$ cat src/rtl/pc_unit.sv
// Fetch-stage program counter with a BOOT/RUN/HALT sequencer and a circular return-address stack.
// Optional feature: define PC_MISALIGN_TRAP_EN to trap misaligned redirect targets to EXC_VECTOR.
module pc_unit #(
  parameter int unsigned      WIDTH        = 32,
  parameter logic [WIDTH-1:0] RESET_VECTOR = '0,
  parameter logic [31:0]      EXC_VECTOR   = 32'h0000_0180,
  parameter int unsigned      RAS_DEPTH    = 4
) (
  input  logic             clk,
  input  logic             clr,
  input  logic             stall,
  input  logic             halt,
  input  logic             exc,
  input  logic             jr,
  input  logic [WIDTH-1:0] jr_target,
  input  logic             jump,
  input  logic [WIDTH-1:0] jump_target,
  input  logic             br_taken,
  input  logic [WIDTH-1:0] br_target,
  input  logic             call,
  input  logic             ret,
  output logic [WIDTH-1:0] pc,
  output logic [WIDTH-1:0] pc_plus4,
  output logic             fetch_valid,
  output logic [WIDTH-1:0] ras_top,
  output logic             ras_empty,
  output logic             ras_full,
  output logic             misalign
);

  localparam int unsigned      PW         = $clog2(RAS_DEPTH);
  localparam logic [WIDTH-1:0] EXC_PC     = WIDTH'(EXC_VECTOR);
  localparam logic [WIDTH-1:0] ALIGN_MASK = ~WIDTH'(3);
  localparam logic [PW:0]      CNT_FULL   = (PW+1)'(RAS_DEPTH);

  typedef enum logic [1:0] {ST_BOOT, ST_RUN, ST_HALT} state_e;

  state_e           state_q, state_d;
  logic [WIDTH-1:0] pc_q, pc_d;
  logic [PW-1:0]    sp_q, sp_d;
  logic [PW:0]      cnt_q, cnt_d;
  logic [WIDTH-1:0] ras_q [RAS_DEPTH];

  logic [WIDTH-1:0] sel_tgt;
  logic             redirect, trap, ras_en, push, pop, repl, wr_en;
  logic [PW-1:0]    wr_idx;

  assign pc          = pc_q;
  assign pc_plus4    = pc_q + WIDTH'(4);
  assign fetch_valid = (state_q == ST_RUN);
  assign ras_empty   = (cnt_q == '0);
  assign ras_full    = (cnt_q == CNT_FULL);
  assign ras_top     = ras_empty ? '0 : ras_q[sp_q];

  always_comb begin
    state_d  = state_q;
    pc_d     = pc_q;
    trap     = 1'b0;
    redirect = jr | jump | br_taken;
    sel_tgt  = jr ? jr_target : (jump ? jump_target : br_target);
    unique case (state_q)
      ST_BOOT: state_d = ST_RUN;
      ST_RUN: begin
        // exc redirects even under stall; halt outranks any same-cycle redirect
        if (exc) begin
          pc_d = EXC_PC;
        end else if (!stall) begin
          if (halt) begin
            state_d = ST_HALT;
          end else if (redirect) begin
`ifdef PC_MISALIGN_TRAP_EN
            if (|sel_tgt[1:0]) begin
              pc_d = EXC_PC;
              trap = 1'b1;
            end else begin
              pc_d = sel_tgt;
            end
`else
            pc_d = sel_tgt & ALIGN_MASK;
`endif
          end else begin
            pc_d = pc_plus4;
          end
        end
      end
      ST_HALT: begin
        if (exc) begin
          pc_d    = EXC_PC;
          state_d = ST_RUN;
        end
      end
      default: state_d = ST_BOOT;
    endcase
  end

  always_comb begin
    ras_en = (state_q == ST_RUN) && !stall && !exc && !trap;
    push   = ras_en && call && !ret;
    pop    = ras_en && ret && !call && !ras_empty;
    repl   = ras_en && call && ret;
    sp_d   = sp_q;
    cnt_d  = cnt_q;
    if (push) begin
      sp_d  = sp_q + PW'(1);
      cnt_d = ras_full ? cnt_q : cnt_q + (PW+1)'(1);
    end else if (pop) begin
      sp_d  = sp_q - PW'(1);
      cnt_d = cnt_q - (PW+1)'(1);
    end
    // a push on a full stack lands on the oldest slot, overwriting it
    wr_en  = push || repl;
    wr_idx = push ? sp_q + PW'(1) : sp_q;
  end

  always_ff @(posedge clk or posedge clr) begin
    if (clr) begin
      state_q <= ST_BOOT;
      pc_q    <= RESET_VECTOR;
      sp_q    <= '0;
      cnt_q   <= '0;
    end else begin
      state_q <= state_d;
      pc_q    <= pc_d;
      sp_q    <= sp_d;
      cnt_q   <= cnt_d;
    end
  end

  always_ff @(posedge clk) begin
    if (wr_en) ras_q[wr_idx] <= pc_plus4;
  end

`ifdef PC_MISALIGN_TRAP_EN
  logic misalign_q;
  always_ff @(posedge clk or posedge clr) begin
    if (clr) misalign_q <= 1'b0;
    else     misalign_q <= trap;
  end
  assign misalign = misalign_q;
`else
  assign misalign = 1'b0;
`endif

endmodule

$ cat config.mk
export PLATFORM = sky130hd
export DESIGN_NAME = pc_unit
export DESIGN_NICKNAME = d
export VERILOG_FILES = /design/src/rtl/pc_unit.sv
export SDC_FILE = /design/constraint.sdc
export NUM_CORES = 1
export LEC_CHECK = 0
export ABC_AREA = 0
export CORE_ASPECT_RATIO = 1.4
export CORE_UTILIZATION = 41
export DETAILED_ROUTE_END_ITERATION = 8
export GPL_ROUTABILITY_DRIVEN = 0
export MAX_ROUTING_LAYER = met4
export PLACE_DENSITY = 0.69
export SLEW_MARGIN = 25
export SYNTH_ARGS = -nofsm -noshare
export SYNTH_HDL_FRONTEND = slang
export SYNTH_SLANG_ARGS = --single-unit
$ cat constraint.sdc
create_clock -name clk -period 11.1 [get_ports clk]
set_input_delay 2.22 -clock clk [delete_from_list [all_inputs] [get_ports clk]]
set_output_delay 2.22 -clock clk [all_outputs]
set_load 0.02 [all_outputs]
==> flow_summary.toml, run 1 <==
[floorplanning]
fp.coreArea_um2 = 18500
start_util = 0.417
die-area_um2 = 19400
die_h_um = 164
rows = 59
die-width_um = 118
ioPinCount = 206

[sta]
setup_viol = 0
fin_tns_setup_ns = 0
slew_headroom = 0.415
hold_viol = 0
worstMarginPinSlew_ns = 0.865
rsz0062_at_grt = "no"
fin_skew_ns = 0.0125
fin_crit_sh = 0.522
drv_slew = 0
holdWs_ns = 0.524
fmax_mhz = 173
period_minus_slack_ns = 5.80

[clock_tree]
clockBufferDepth = 2
ctsHtreeMaxLevel = 4
cts_hold_buf = 0
post_cts.repair.setup_buffers = 0
clkLatencyLatePin_ns = 0.42
cts_made_buffers = 17
cts_sinks = 157
cts.clk_slew.worst_paths_ns = 0.07
cts_root_buf = "clkbuf_16"
cts_tree = "built"
cts_resized = 0

[yosys]
seq_area_frac_synth = 0.586
synthDistinctLibCells = 61
synthCells = 611
yosys_most_used_dff = "edfxtp_1"
synth_edf_count = 120
netlist_area_um2 = 7720
yosys.area.top_type_share = 0.467
synthArstFlopShare = 0.236
synth_top_cell_by_area = "edfxtp_1"
ys_warn_count = 0
ys_top_cells_by_area = "edfxtp_1 (47%), dfrtp_1 (12%), mux4_2 (8.7%)"
synth-seq-cells = 157
syn-mean-instance-area_um2 = 12.6

[global_route]
overflow = 0
grt_max_degree = 59
grt.total_usage = 0.213
grt_pass1_vias = 5705
grt_pass1_wl_um = 30600
antenna_found_initial = 0

[route]
via_per_inst = 5.54
drc = 0
drtIter0Drc = 309
routed-via-count = 5839
ant_nets = 0
drt_pass1_iterations = 5
routed_wl_um = 20100
wl_per_cell_um = 19.1

[run_status]
outcome = "finished clean"

[setup_path]
slowest_delay_ns = 0.72
path_cells = "ha_1 > nand2_1 > or3_1 > or4_4 > xnor2_1 > clkdlybuf4s50_1"
endpoint_kind = "primary output"
crit_path_max_fanout = 7
cp.required_ns = 8.88
startpoint_type = "flip-flop"
crit_family = "simple AND/OR/NAND/NOR gates"
crit_type = "reg2out"
cp.buffers_inverters = 1
critPathArrivalTime_ns = 3.58
slowest_stage = "clkdlybuf4s50_1"

[final_layout]
finalNetCount = 906
fin_area_um2 = 10500
diodes = 0
drive_gt1_frac = 0.125
fin_util = 0.566
syn_to_final_growth_pct = 35.8

[flow_run]
drv_cap = 0

[placed_design]
io_buffers = 192
postPlaceCellArea_um2 = 9890
place_hpwl_um = 14600

[power]
power.leakage_nw = 3.62
vdd_drop_max_mv = 0.110
powerDensity_nw_per_um2 = 194

[worst_hold_path]
hold_class = "reg2reg"
==> metal layers <==
metal,track usage,share of wire,wire length (um)
met1,0.239,0.39,7810
met2,0.379,0.53,10700
met3,0.0390,0.051,1020
met4,0.0810,0.029,592
met5,-,0,0
==> stage by stage <==
stage          power, mW  setup slack (ns)  cells
3_3_place_gp        1.45              5.74   1022
5_1_grt             2.12              5.11   1054
6_report            2.03              5.30   1054
2_1_floorplan       1.15              5.06    617
4_1_cts             2.05              5.26   1054
3_5_place_dp        1.47              5.58   1022
==> layout by cell type, fill, tap and decap left out, drive strengths merged, types with 3 or more instances in the layout <==
cell           count
clkdlybuf4s50    191
edfxtp           120
nand2             58
o21ai             50
dfrtp             37
nor2b             35
mux4              30
inv               25
o22ai             23
nand3             21
xnor2             20
nor2              19
clkbuf            18
buf               12
a32o               8
a21oi              8
xor2               8
a31o               8
nor3               8
a31oi              7
conb               7
or3                6
nand4              6
nor4               5
and2               5
or2                5
o21a               5
nor3b              5
a22oi              4
o221a              4
o221ai             3
o2bb2ai            3
o31ai              3
o211ai             3
o311ai             3
ha                 3
clkinvlp           3
or4                3
==> power breakdown <==
group | internal (mW) | total (mW) | switching, mW
Sequential | 0.681 | 0.721 | 0.0400
Clock | 0.340 | 0.586 | 0.246
Combinational | 0.362 | 0.727 | 0.365
==> path summary, 6_finish.rpt <==
| kind | start | endpoint | slack, ns | depth (start not counted) |
|---|---|---|---|---|
| min in group asynchronous | clr | state_q[1] | 2.24 | 3 |
| max in group asynchronous | clr | sp_q[0] | 8.48 | 3 |
| worst min register to register | sp_q[1] | sp_q[1] | 0.52 | 1 |
| worst max-delay path | pc[2] | pc_plus4[30] | 5.30 | 6 |
| worst max register to register | state_q[1] | ras_q[2][12] | 7.87 | 5 |
| worst min-delay path | sp_q[1] | sp_q[1] | 0.52 | 1 |
==> area by class of cell <==
class                   count  area (um^2)
fillers                  1539         8040
repair buffers            203         2000
well taps                 244          305
flip-flops and latches    157         4530
multi-input cells         401         2990
inverters                  17         63.8
clock buffers              18          429
clock inverters            14          169
==> synth_stat cells, types with 5 or more instances <==
| master | n |
|---|---|
| o21ai_0 | 50 |
| inv_1 | 16 |
| nand2_1 | 58 |
| buf_4 | 7 |
| o21a_1 | 5 |
| a32o_1 | 8 |
| a31o_2 | 7 |
| edfxtp_1 | 120 |
| nor4_1 | 5 |
| dfrtp_1 | 37 |
| nor3b_1 | 5 |
| xor2_1 | 8 |
| and2_1 | 5 |
| a21oi_1 | 8 |
| mux4_2 | 30 |
| nand4_1 | 5 |
| a31oi_1 | 7 |
| nor2_1 | 19 |
| or3_1 | 6 |
| nor2b_1 | 35 |
| nor3_1 | 8 |
| buf_2 | 5 |
| clkbuf_1 | 26 |
| o22ai_1 | 23 |
| or2_2 | 5 |
| nand3_1 | 20 |
| xnor2_1 | 20 |
==> registers in the layout, summed over array words and instances, names as in the netlist <==
register  cells
cnt_q         3
pc           30
ras_q       120
sp_q          2
state_q       2
==> cells by family after synthesis <==
kind of cell	share of synthesized area
muxes	0.0902
adders and majority gates	0.00486
xor gates and xnor gates	0.0318
other	0.000486
DFF	0.586
AOI/OAI and AO/OA	0.124
and+or+nand+nor	0.129
buffers and inverters	0.0329
(Power assumes the default switching activity.)
==> run 2: changes to the inputs <==
- PLACE_DENSITY: 0.69 -> 0.72
- clock period: 11.1 -> 4.7 ns (I/O delays scaled with it)
==> run 2 against run 1 <==
  * Final cell count grew 0.47%
  * Critical endpoint is now pc_plus4[27]
  * Wire length shrank 0.76%
  * Global-route usage shrank 0.15 points
  * Core utilization grew 0.28 points
==> flow_summary.toml, run 2 (synthesis results as in run 1) <==
[power]
power.leakage_nw = 3.65
powerDensity_nw_per_um2 = 457
vdd_drop_max_mv = 0.235

[run_status]
outcome = "finished clean"

[sta]
rsz0062_at_grt = "no"
fmax_mhz = 223
worstMarginPinSlew_ns = 0.975
drv_slew = 0
setup_viol = 0
slew_headroom = 0.350
fin_skew_ns = 0.00801
hold_viol = 0
period_minus_slack_ns = 4.48
fin_crit_sh = 0.953
fin_tns_setup_ns = 0
worst_slack_ns = 0.221

[clock_tree]
post_cts.repair.setup_buffers = 0
cts.clk_slew.worst_paths_ns = 0.06
cts_resized = 0
clkLatencyLatePin_ns = 0.42
cts_hold_buf = 0
cts_tree = "built"
cts_sinks = 157
ctsHtreeMaxLevel = 4
cts_made_buffers = 17
cts_root_buf = "clkbuf_16"
clockBufferDepth = 2

[floorplanning]
start_util = 0.417
fp.coreArea_um2 = 18500
die-area_um2 = 19400
ioPinCount = 206
rows = 59
die_h_um = 164
die-width_um = 118

[setup_path]
critPathArrivalTime_ns = 3.54
startpoint_type = "flip-flop"
r2r_slack_ns = 1.89
crit_path_max_fanout = 10
endpoint_kind = "primary output"
cp.required_ns = 3.76
crit_type = "reg2out"

[route]
drt_pass1_iterations = 5
routed-via-count = 5843
ant_nets = 0
wl_per_cell_um = 18.8
drtIter0Drc = 312
routed_wl_um = 20000
drc = 0
via_per_inst = 5.52

[global_route]
overflow = 0
grt_max_degree = 59
grt_pass1_vias = 5867
antenna_found_initial = 0
grt_pass1_wl_um = 30600
grt.total_usage = 0.212

[placed_design]
io_buffers = 192
post-place-ws_ns = 0.711
place_hpwl_um = 14900

[flow_run]
drv_cap = 0

[worst_hold_path]
hold_class = "reg2reg"

[final_layout]
syn_to_final_growth_pct = 36.5
drive_gt1_frac = 0.130
layout_commonest_cell = "clkdlybuf4s50_1"
diodes = 0
top_register = "ras_q"
largest_register_ffs = 120
layout_common_cells = "clkdlybuf4s50_1 (191), edfxtp_1 (120), nand2_1 (58)"
fin_util = 0.569
nFillCells = 1454
finalNetCount = 911
[run 2: cell count changes in the layout (fill, tap and decap cells not counted)]
cell / previous run / this run
clkinv_8: 0 / 1
nor3b_4: 0 / 1
clkinv_4: 0 / 1
buf_4: 11 / 16
inv_6: 6 / 4
nor3b_2: 1 / 0
[run 2: stage by stage]
stage / hold WS (ns) / cells / area [um^2] / power [mW]
detailed placement: 0.512 / 1027 / 9930 / 3.48
global placement: 0.492 / 1027 / 9930 / 3.45
floorplan: 0.456 / 617 / 7750 / 2.72
global route: 0.534 / 1059 / 10500 / 5.02
CTS: 0.522 / 1059 / 10500 / 4.87
finish: 0.526 / 1059 / 10500 / 4.82
[run 2: routing by layer]
layer	global-route usage	up-vias	part of all wire
met1	0.240	2820	0.39
li1	-	2720	-
met3	0.0359	48	0.055
met2	0.369	255	0.52
met4	0.0944	0	0.037
met5	-	-	0
[run 2: worst paths after layout]
check | cells after the start | startpoint | endpoint
max in group asynchronous | 3 | clr | sp_q[0]
hold reg to reg | 1 | cnt_q[2] | cnt_q[2]
setup / recovery | 5 | pc[4] | pc_plus4[27]
min in group asynchronous | 3 | clr | state_q[1]
setup reg to reg | 7 | sp_q[0] | ras_q[0][13]
hold / removal | 1 | cnt_q[2] | cnt_q[2]
[run 2: where the power goes]
| group | internal [mW] | total (mW) | leakage, nW | switching, mW |
|---|---|---|---|---|
| logic | 0.869 | 1.68 | 1.79 | 0.808 |
| clock network | 0.805 | 1.39 | 0.287 | 0.583 |
| registers | 1.61 | 1.75 | 1.58 | 0.147 |
[run 2: area by class of cell]
cell class / instances / area [um^2] / share of cell area
Clock buffer: 18 / 429 / 0.0407
Inverter: 17 / 63.8 / 0.00605
Sequential cell: 157 / 4530 / 0.430
Multi-Input combinational cell: 401 / 3000 / 0.284
Tap cell: 244 / 305 / 0.0290
Clock inverter: 14 / 176 / 0.0167
Timing Repair Buffer: 208 / 2040 / 0.193
[run 2: worst max-delay path: stages (launching register included)]
cell	delay [ns]
dfrtp_1	0.45
nand3_1	0.35
or3_1	0.62
nor4_1	0.65
xnor2_1	0.30
clkdlybuf4s50_1	0.74
==> run 3: changes to the inputs <==
- ABC_AREA: 0 -> 1
- CAP_MARGIN: unset -> 30
- PLACE_DENSITY: 0.72 -> 0.73
==> run 3 against run 2 <==
  * Via count grew 20%
  * Flip-flop and latch count unchanged
  * Wire length grew 14%
  * Synthesized cell count increased by 47%
  * Die area up 3.9%
  * Core utilization down 0.61 points
  * Cell area is 2.6% higher
  * Register-to-register slack gained 0.35 ns
  * Final cell count rose by 27%
  * Clock power fell by 4%
  * Critical endpoint is now pc_plus4[18]
  * Largest cell class unchanged
  * Largest power group is now combinational logic
  * Highest routed layer unchanged
==> flow_summary.toml, run 3 <==
[run_status]
outcome = "finished clean"

[route]
wl_per_cell_um = 17.0
via_per_inst = 5.22
drt_pass1_iterations = 5
ant_nets = 0
routed_wl_um = 22800
drtIter0Drc = 358
drc = 0
routed-via-count = 7023

[clock_tree]
post_cts.repair.setup_buffers = 0
cts_root_buf = "clkbuf_16"
cts.clk_slew.worst_paths_ns = 0.07
clockBufferDepth = 2
cts_tree = "built"
ctsHtreeMaxLevel = 4
cts_made_buffers = 17
cts_hold_buf = 0
cts_sinks = 157
cts_resized = 0
clkLatencyLatePin_ns = 0.41

[placed_design]
place_hpwl_um = 16200
post-place-ws_ns = 1.11
io_buffers = 192
postPlaceCellArea_um2 = 10200

[setup_path]
critPathArrivalTime_ns = 3.15
crit_family = "buffers and inverters"
cp.required_ns = 3.76
endpoint_kind = "primary output"
cp.buffers_inverters = 2
r2r_slack_ns = 2.24
startpoint_type = "flip-flop"
crit_type = "reg2out"
worstRegToRegCells = 8
crit_path_max_fanout = 8
reg2reg_to = "ras_q[3][30]"
r2r-start = "state_q[1]"
path_cells = "ha_1 > inv_1 > nor2_1 > nand2_2 > nor2_4 > xor2_1 > clkdlybuf4s50_1"
slowest_delay_ns = 0.71
slowest_stage = "clkdlybuf4s50_1"

[yosys]
netlist_area_um2 = 8030
ys_warn_count = 0
yosys_most_used_dff = "edfxtp_1"
synth-seq-cells = 157
yosys.area.top_type_share = 0.449
synth_edf_count = 120
synthCells = 900
synth_top_cell_by_area = "edfxtp_1"
seq_area_frac_synth = 0.564
ys_top_cells_by_count = "nor2_1 (177), nand2_1 (152), edfxtp_1 (120)"
synthArstFlopShare = 0.236
synth_most_common_cell = "nor2_1"
ys_top_cells_by_area = "edfxtp_1 (45%), dfrtp_1 (12%), nor2_1 (8.3%)"
synthDistinctLibCells = 39
syn-mean-instance-area_um2 = 8.92

[sta]
fin_tns_setup_ns = 0
drv_slew = 0
worstMarginPinSlew_ns = 0.834
slew_headroom = 0.443
period_minus_slack_ns = 4.09
worst_slack_ns = 0.609
setup_viol = 0
hold_viol = 0
fin_crit_sh = 0.870
fmax_mhz = 244
fin_skew_ns = 0.0130
rsz0062_at_grt = "no"

[global_route]
antenna_found_initial = 0
grt_pass1_wl_um = 35800
grt_pass1_vias = 6935
grt.total_usage = 0.239
grt_max_degree = 64
overflow = 0

[worst_hold_path]
hold_class = "reg2reg"
hold_start = "cnt_q[0]"
hold_depth = 1
holdPathEnd = "cnt_q[0]"

[floorplanning]
rows = 60
fp.coreArea_um2 = 19200
ioPinCount = 206
die_h_um = 168
die-width_um = 120
start_util = 0.418
die-area_um2 = 20200

[final_layout]
seqCellArea_um2 = 4530
nFillCells = 1712
finalNetCount = 1194
fin_area_um2 = 10800
drive_gt1_frac = 0.0856
layout_commonest_cell = "clkdlybuf4s50_1"
top_register = "ras_q"
layout_common_cells = "clkdlybuf4s50_1 (192), nor2_1 (177), nand2_1 (152)"
multi_input_area_um2 = 3140
diodes = 0
largest_register_ffs = 120
syn_to_final_growth_pct = 34.7

[power]
powerDensity_nw_per_um2 = 502
power.leakage_nw = 3.93
vdd_drop_max_mv = 0.328

[flow_run]
drv_cap = 0
[run 3: changes by cell type after synthesis, sizes merged, moves of 17 or more]
cell    change
inv        +30
a21oi      +70
o21ai      +60
nand2      +96
o211ai     +17
nor2b      -35
nor2      +169
o22ai      -21
mux4       -30
[run 3: per-stage QoR]
step	util	std cells	hold WS [ns]	power, mW
5_1_grt	0.563	1346	0.579	5.71
4_1_cts	0.563	1346	0.553	5.46
3_3_place_gp	0.533	1314	0.536	4.10
6_report	0.563	1346	0.541	5.43
3_5_place_dp	0.533	1314	0.541	4.13
2_1_floorplan	-	906	0.490	3.08
[run 3: worst max-delay path by stage]
stage | startpoint | endpoint | slack (ns) | depth (start not counted)
4_1_cts | pc[2] | pc_plus4[18] | 0.67 | 7
2_1_floorplan | exc | ras_q[1][10] | 0.31 | 7
5_1_grt | pc[2] | pc_plus4[18] | 0.51 | 7
3_3_place_gp | pc[2] | pc_plus4[18] | 1.12 | 7
6_report | pc[2] | pc_plus4[18] | 0.61 | 7
3_5_place_dp | pc[2] | pc_plus4[18] | 1.11 | 7
[run 3: power breakdown]
group          switching, mW  internal, mW
Sequential            0.0996          1.66
Combinational           1.40         0.937
Clock                  0.582         0.750
[run 3: final cells by class]
class | instances | area share
Clock buffer | 17 | 0.0393
Clock inverter | 15 | 0.0140
Inverter | 47 | 0.0163
Multi-Input combinational cell | 651 | 0.291
Sequential cell | 157 | 0.419
Tap cell | 248 | 0.0287
Timing Repair Buffer | 211 | 0.192
[run 3: logic make-up after synthesis]
logic type      after synthesis  share of synthesized area
other cells                   1                   0.000467
simple gates                405                      0.213
fa+ha+maj                     3                    0.00467
xor+xnor                     16                     0.0193
buf+inv                      98                     0.0503
flops                       157                      0.564
mux                           4                    0.00499
compound gates              216                      0.144
[run 3: layer usage]
metal | routed length [um] | GRT usage
met4 | 937 | 0.112
met2 | 11800 | 0.418
met3 | 1320 | 0.0354
met1 | 8760 | 0.265
met5 | 0 | -
==> edit: new RTL, settings of run 2 <==
Add a define of `PC_MISALIGN_TRAP_EN`.
--- a/src/rtl/pc_unit.sv
+++ b/src/rtl/pc_unit.sv
@@ -1,5 +1,7 @@
 // Fetch-stage program counter with a BOOT/RUN/HALT sequencer and a circular return-address stack.
 // Optional feature: define PC_MISALIGN_TRAP_EN to trap misaligned redirect targets to EXC_VECTOR.
+`define PC_MISALIGN_TRAP_EN
+
 module pc_unit #(
   parameter int unsigned      WIDTH        = 32,
   parameter logic [WIDTH-1:0] RESET_VECTOR = '0,
Formal check against the unedited RTL: not equivalent (Yosys sat finds a counterexample within 4 cycles, from zero or initial values).
==> edit against run 2 <==
Final area rose by 6.1%. Power up 0.10%. Combinational power increased by 4%. First-iteration DRC count grew 65%. Non-clock buffer count is 11 higher. Routed wire length is 5.1% higher. Via count increased by 1.9%. Synthesized cell count rose by 3.3%. Sequential share of layout area grew 0.34 points. Sequential cell count grew 11. Worst setup slack better by 200 ps. Synthesized area grew 7.7%. Critical path type unchanged.
==> edit: results (changes against run 2) <==
Flop pwr share - 0.380 (was 0.364)
initial antenna violation count - 0 (unchanged)
CP peak stage delay - 700 ps (was 740 ps)
Combinational Power Share - 0.363 (was 0.348)
Final #Nets - 942 (was 911)
H-tree depth - 4 (unchanged)
area share of fa/ha/maj cells after synthesis - 0.0129 (was 0.00486)
Cell variety after synth - 59 (was 61)
placed insts - 1061 (was 1027)
grt met2 use - 0.355 (was 0.369)
main combinational cell family by area after synthesis - multiplexers (was simple AND/OR/NAND/NOR gates)
GRT Util Overall - 0.218 (was 0.212)
CTS clk-pin slew, worst paths - 60 ps (about the same)
largest net degree at the start of global routing - 60 (was 59)
PortBufs - 205 (was 192)
P_leak - 4.10 nW (was 3.65 nW)
sequential area share after synthesis - 0.582 (was 0.586)
Worst VDD drop - 0.265 mV (was 0.235 mV)
met2 WL post-DR - 10700 microns (was 10400 microns)
asr flop ratio synth - 0.238 (was 0.236)
post-route met1 wirelength - 8670 microns (was 7730 microns)
Post-DP HPWL - 15500 microns (was 14900 microns)
post-synthesis compound-gate area fraction - 0.0890 (was 0.124)
clk_skew - 12.7 ps (was 8.01 ps)
Synth Warn # - 0 (unchanged)
Worst Max-Slew Pin Slew - 1000 ps (was 975 ps)
DR WL met3 - 1110 microns (about the same)
Post-Synth XOR/XNOR Area - 0.0337 (was 0.0318)
per-cell routed wire length - 19.2 microns (was 18.8 microns)
met3 Use GR - 0.0397 (was 0.0359)
DR pass1 iterations - 5 (unchanged)
multiplexer share of the synthesized area - 0.127 (was 0.0902)
initial drt markers - 515 (was 312)
share of layout cells above drive strength 1 - 0.121 (was 0.130)
DP Worst Slack - 773 ps (was 711 ps)
Top Family by Delay on Critical Path - buffers and inverters (was simple AND/OR/NAND/NOR gates)
top post-synthesis cells by area - edfxtp_1, dfrtp_1, mux4_2 (unchanged)
met1 Use GR - 0.272 (was 0.240)
Power Total - 4.82 mW (about the same)
Worst Path Max Fanout - 8 (was 10)
Inserted Clock Buffers - 17 (unchanged)
Avg Inst Size Synth - 13.2 sq um (was 12.6 sq um)
max reg flops - 128 (was 120)
status - finished clean (unchanged)
Switching Fraction - 0.320 (was 0.319)
Post-synth EDFFs - 128 (was 120)
vias in the first global route - 5755 (was 5867)
crit path DAT - 3340 ps (was 3540 ps)
Post-Route WL - 21000 microns (was 20000 microns)
first-pass GRT wire length - 32600 microns (was 30600 microns)
Synth top cells by count - edfxtp_1, nor2_1, dfrtp_1 (was edfxtp_1, nand2_1, o21ai_0)
vias post-DR - 5952 (was 5843)
-- edit: cell types whose count changed after synthesis, moves of 8 or more --
cell,change
and2_1,+34
nor2b_1,-32
a21oi_1,+28
mux2i_1,+26
nor2_1,+22
nand2_1,-19
o22ai_1,-18
o21ai_0,-17
buf_2,+10
edfxtp_1,+8
-- edit: cell type report --
class | instances | area [sq um]
Inverter | 15 | 56.3
Clock buffer | 18 | 429
Sequential cell | 168 | 4850
Tap cell | 252 | 315
Clock inverter | 14 | 100
Timing Repair Buffer | 219 | 2160
Fill cell | 1710 | 8660
Multi-Input combinational cell | 407 | 3280
-- edit: per-stage QoR --
stage	utilization	cell area, sq um
global placement	0.537	10700
global route	0.564	11200
finish	0.564	11200
CTS	0.564	11200
detailed placement	0.537	10700
floorplan	-	8340
-- edit: path summary, 6_finish.rpt --
path	start	to	slack, ps	depth (start not counted)
worst max-delay path	pc[2]$_DFFE_PP0P_	pc_plus4[22]	420	7
worst min-delay path	cnt_q[2]$_DFFE_PP0P_	cnt_q[2]$_DFFE_PP0P_	490	1
worst max register to register	state_q[1]$_DFFE_PP0P_	ras_q[3][3]$_DFFE_PP_	1720	8
worst min register to register	cnt_q[2]$_DFFE_PP0P_	cnt_q[2]$_DFFE_PP0P_	490	1
max in group asynchronous	clr	sp_q[0]$_DFFE_PP0P_	3320	3
min in group asynchronous	clr	misalign$_DFF_PP0_	950	3
-- edit: kinds of logic (layout without fill, tap and decap cells) --
logic type	count (synthesis)	in the layout
AOI/OAI and AO/OA	116	116
adders and majority gates	8	8
DFF	168	168
xor gates and xnor gates	32	32
and+or+nand+nor	186	186
buffers and inverters	56	266
muxes	65	65
